[src/rtl/dram_arb.sv]
// Two-master (A: core data bus, B: DMA bridge) round-robin front end for the Tawas data RAM with lane steering and load alignment.
// Latency: grant is combinational in the request cycle; the response (rvalid/rdata/err) follows exactly one cycle later, fully pipelined.
// Backpressure: requesters hold req with stable fields until gnt; responses cannot be stalled.
module dram_arb #(
  parameter int ADDR_BITS = 16
) (
  input  logic        clk,
  input  logic        rst_n,
  input  logic        a_req,
  input  logic        a_wr,
  input  logic [31:0] a_addr,
  input  logic [1:0]  a_size,
  input  logic        a_signed,
  input  logic [31:0] a_wdata,
  output logic        a_gnt,
  output logic        a_rvalid,
  output logic [31:0] a_rdata,
  output logic        a_err,
  input  logic        b_req,
  input  logic        b_wr,
  input  logic [31:0] b_addr,
  input  logic [1:0]  b_size,
  input  logic        b_signed,
  input  logic [31:0] b_wdata,
  output logic        b_gnt,
  output logic        b_rvalid,
  output logic [31:0] b_rdata,
  output logic        b_err,
  output logic [31:0] dram_addr,
  output logic        dram_cs,
  output logic        dram_wr,
  output logic [3:0]  dram_mask,
  output logic [31:0] dram_din,
  input  logic [31:0] dram_dout
);

  typedef struct packed {
    logic       port;    // 0 = A, 1 = B
    logic [1:0] offset;
    logic [1:0] size;
    logic       sgn;
    logic       wr;
    logic       err;
  } pend_t;

  logic        last_b;
  logic        sel_b;
  logic        req_any;
  logic        g_wr;
  logic        g_sgn;
  logic        g_err;
  logic [1:0]  g_size;
  logic [31:0] g_addr;
  logic [31:0] g_wdata;
  logic [31:0] g_din;
  logic [3:0]  g_mask;
  logic [31:0] last_addr_q;
  logic [31:0] last_din_q;
  pend_t       pend_q;
  logic        pend_vld;
  logic [31:0] rd_sh;
  logic [31:0] rd_ext;
  logic [31:0] rsp_dat;

  // B wins only when A is idle or A won the previous grant.
  always_comb begin
    sel_b   = b_req & (~a_req | ~last_b);
    req_any = (a_req | b_req) & rst_n;
    a_gnt   = req_any & ~sel_b;
    b_gnt   = req_any & sel_b;
    g_wr    = sel_b ? b_wr     : a_wr;
    g_addr  = sel_b ? b_addr   : a_addr;
    g_size  = sel_b ? b_size   : a_size;
    g_sgn   = sel_b ? b_signed : a_signed;
    g_wdata = sel_b ? b_wdata  : a_wdata;
    g_err   = (g_size == 2'b11) |
              ((g_size == 2'b01) & g_addr[0]) |
              ((g_size == 2'b10) & (|g_addr[1:0])) |
              (|(g_addr >> ADDR_BITS));
    case (g_size)
      2'b00:   begin g_mask = 4'b0001 << g_addr[1:0];            g_din = {4{g_wdata[7:0]}};  end
      2'b01:   begin g_mask = g_addr[1] ? 4'b1100 : 4'b0011;     g_din = {2{g_wdata[15:0]}}; end
      default: begin g_mask = 4'b1111;                           g_din = g_wdata;            end
    endcase
    dram_cs   = req_any & ~g_err;
    dram_wr   = dram_cs & g_wr;
    dram_mask = dram_wr ? g_mask : 4'b0000;
    dram_addr = req_any ? g_addr : last_addr_q;
    dram_din  = req_any ? g_din  : last_din_q;
  end

  always_ff @(posedge clk or negedge rst_n) begin
    if (!rst_n) begin
      last_b      <= 1'b1;
      pend_vld    <= 1'b0;
      pend_q      <= '0;
      last_addr_q <= '0;
      last_din_q  <= '0;
    end else begin
      pend_vld <= req_any;
      if (req_any) begin
        last_b      <= sel_b;
        pend_q      <= '{port: sel_b, offset: g_addr[1:0], size: g_size,
                         sgn: g_sgn, wr: g_wr, err: g_err};
        last_addr_q <= g_addr;
        last_din_q  <= g_din;
      end
    end
  end

  // RAM data arrives the cycle after the grant; shift the addressed lane down and extend.
  always_comb begin
    rd_sh = dram_dout >> {pend_q.offset, 3'b000};
    case (pend_q.size)
      2'b00:   rd_ext = {{24{pend_q.sgn & rd_sh[7]}},  rd_sh[7:0]};
      2'b01:   rd_ext = {{16{pend_q.sgn & rd_sh[15]}}, rd_sh[15:0]};
      default: rd_ext = rd_sh;
    endcase
    rsp_dat  = (pend_q.wr | pend_q.err) ? 32'h0 : rd_ext;
    a_rvalid = pend_vld & ~pend_q.port;
    b_rvalid = pend_vld & pend_q.port;
    a_rdata  = a_rvalid ? rsp_dat : 32'h0;
    b_rdata  = b_rvalid ? rsp_dat : 32'h0;
    a_err    = a_rvalid & pend_q.err;
    b_err    = b_rvalid & pend_q.err;
  end

endmodule

[config.mk]
export PLATFORM = sky130hd
export DESIGN_NAME = dram_arb
export DESIGN_NICKNAME = d
export VERILOG_FILES = /design/src/rtl/dram_arb.sv
export SDC_FILE = /design/constraint.sdc
export NUM_CORES = 1
export LEC_CHECK = 0
export BUFFER_PORTS_ARGS = -buffer_cell sky130_fd_sc_hd__clkbuf_2
export CAP_MARGIN = 20
export CORE_MARGIN = 5
export CORE_UTILIZATION = 25
export DETAILED_ROUTE_END_ITERATION = 6
export PLACE_DENSITY = 0.54
export SLEW_MARGIN = 20
export SYNTH_ARGS = -nofsm -noshare
export SYNTH_HDL_FRONTEND = slang
export SYNTH_SLANG_ARGS = --single-unit
[constraint.sdc]
create_clock -name clk -period 4.2 [get_ports clk]
set_input_delay 0.42 -clock clk [delete_from_list [all_inputs] [get_ports clk]]
set_output_delay 0.42 -clock clk [all_outputs]
set_load 0.05 [all_outputs]
==> flow_metrics.tcl <==
set metrics [dict create \
    yosys_register_bits 74 \
    grt.total_usage 0.196 \
    cts_buffers 9 \
    yosysUniqueCellTypes 44 \
    min_period_over_period 0.852 \
    fin_crit_ns 3.58 \
    syn-cell-area_um2 5370 \
    grt_pass1_vias 6341 \
    clk_pin_slew_ns 0.07 \
    wire_per_inst_um 19.9 \
    via_count 6257 \
    h-tree-depth 3 \
    n_antenna_cell 0 \
    die_w_um 157 \
    synth_edf_count 0 \
    synth-adder-area-share 0 \
    p_leak_nw 3.88 \
    grt_pass1_wl_um 37000 \
    gr-total-overflow 0 \
    max_stage_delay_ns 0.53 \
    skew_ns 0.00451 \
    wirelength_um 25100 \
    synth_simple_gate_area_share 0.209 \
    setup_tns_ns 0 \
    cts_tree "built" \
    synth_top_family_by_area "compound AO/OA/AOI/OAI gates" \
    coreArea_um2 21100 \
    yosysTopAreaCell "dfrtp_1" \
    finalHoldViolCount 0 \
    syn-num-nets 875 \
    final-setup-viol-count 0 \
    async_flop_share 1.00 \
    end_kind "output pin" \
    num-nets-final 1151 \
    worstPathMaxFanout 27 \
    yosys-top-cells-count "159 x nand2_1, 73 x dfrtp_1, 70 x o21ai_0" \
    initial_core_util 0.255 \
    die-area_um2 24500 \
    synth.most_common_cell "nand2_1" \
    hold_class "primary input to flop" \
    antenna_found_initial 1 \
    synthMuxAreaShare 0.149 \
    status "completed" \
    ir_drop_v 0.000213 \
    synth_top_area_frac 0.340 \
    grt_max_degree 55 \
    critPathSlowestCell "dlygate4sd3_1" \
    cts.sink_count 74 \
    io_pins 312 \
    syn_to_final_growth_pct 38.9 \
    fmax_ghz 0.279 \
    crit_path_start_kind "primary input" \
    finalMaxSlewViolations 0 \
    drt_iter0_drc 347 \
    path_delay_family "buffers and inverters" \
    clockBufferDepth 2 \
    vias_per_cell 4.97 \
    synthCells 703 \
    worst-path-buf-inv 3 \
    synth_area_leaders "dfrtp_1 34%, mux2i_1 12%, nand2_1 11%" \
    route.detailed.drc 0 \
    place_congestion 0.927 \
    fin_ws_ns 0.620 \
    cts-resized-gates 0 \
    dpl.hpwl_um 20000 \
    io_buffers 311 \
    dr.pass1.iters 5 \
    crit_type "primary input to output pin" \
    max-cap-violations 0 \
    syn_avg_cell_area_um2 7.64 \
    ant_nets 0 \
    cts_root_buffer "clkbuf_16" \
    power.density_nw_per_um2 385 \
    relSlewSlack 0.362 \
    pre_cts_ws_ns 1.10 \
    synth_xor_xnor_area_share 0.00163 \
    worstMarginPinSlew_ns 0.951 \
    synth_compound_area_frac 0.227 \
    ys.flop_type "dfrtp_1" \
    arrival_ns 3.16 \
    critPathRequiredTime_ns 3.78 \
    yosysSeqAreaShare 0.345 \
    path_cells "dlygate4sd3_1 > buf_4 > o21ai_4 > or3_1 > a221o_1 > nor3_1 > clkbuf_2" \
    rows 53 \
    yosys_warnings 0 \
    insertion_delay_ns 0.33 \
    die_h_um 157 \
    drive_gt1_frac 0.367 \
    rsz0062_at_grt "false" \
]
repair_timing:
action                    CTS  global route
setup buffers               0             0
hold buffers                1             0
hold endpoints to repair    8             0
state kept, by name, summed over array words and instances, names as in the netlist:
signal	cells
last_addr_q	32
last_din_q	32
pend_q	8
last_b	1
pend_vld	1
worst min-delay path, cell delays in order:
cell and delay, ns:
clkbuf_2 0.07, a222oi_1 0.05, inv_1 0.05
report_power, final:
group	leakage [nW]	switching, mW	internal, mW
Clock	0.165	0.341	0.546
Combinational	2.84	0.814	0.305
Sequential	0.872	0.0442	0.818
Total	3.88	1.20	1.67
through the flow:
stage	power, mW	cells	hold slack (ns)	instance area [um^2]	util
2_1_floorplan	1.65	703	0.124	5370	-
3_3_place_gp	2.00	1242	0.373	7110	0.337
3_5_place_dp	2.00	1242	0.367	7110	0.337
4_1_cts	2.91	1259	0.277	7460	0.354
5_1_grt	3.03	1259	0.286	7460	0.354
6_report	2.87	1259	0.292	7460	0.354
cell type report:
cell class | count | area [um^2]
Inverter | 31 | 116
Fill cell | 2347 | 13600
Sequential cell | 74 | 1850
Timing Repair Buffer | 321 | 1640
Multi-Input combinational cell | 542 | 3170
Clock buffer | 10 | 239
Clock inverter | 6 | 97.6
Tap cell | 275 | 344
per-layer routing:
metal | GRT usage | routed length [um]
met5 | 0 | 13
met4 | 0.0686 | 677
met3 | 0.0625 | 2400
met2 | 0.348 | 12600
met1 | 0.222 | 9370
cell families after synthesis:
logic type	after synthesis
multiplexers	77
buffers and inverters	87
flip-flops	74
XOR/XNOR	1
AND/OR/NAND/NOR	268
AO/OA/AOI/OAI	196
path summary, 6_finish.rpt:
check,startpoint,endpoint,slack (ns),cells after the start
max in group asynchronous,rst_n,last_din_q[24],2.58,3
min in group asynchronous,rst_n,last_din_q[4],0.54,2
max reg2reg,last_b,last_din_q[23],1.97,4
min,b_signed,pend_q[2],0.29,3
max,rst_n,dram_mask[2],0.62,7
min reg2reg,last_din_q[10],last_din_q[10],0.48,1
cell usage in the layout (no fill, tap or decap), types with 2 or more instances in the layout:
cell | synthesis | routed
a221o_1 | 3 | 3
inv_1 | 30 | 30
clkinv_4 | 0 | 2
mux2i_1 | 63 | 63
buf_4 | 3 | 10
nand2_1 | 159 | 159
bufinv_16 | 0 | 2
clkbuf_2 | 0 | 310
nor3_1 | 6 | 6
clkbuf_16 | 0 | 9
nor2_1 | 59 | 58
a21boi_0 | 2 | 2
o21a_1 | 9 | 9
o21ai_0 | 70 | 69
dfrtp_1 | 73 | 73
a21o_1 | 8 | 8
mux2_2 | 13 | 13
a21oi_1 | 44 | 44
nand4_1 | 3 | 3
a211oi_1 | 7 | 7
nand3_1 | 9 | 9
a311oi_1 | 7 | 7
nor2b_1 | 3 | 3
a31oi_1 | 24 | 24
nor4_1 | 5 | 5
a222oi_1 | 15 | 15
and2_1 | 15 | 15
or2_2 | 3 | 3
Power figures use the tool's default switching activity.
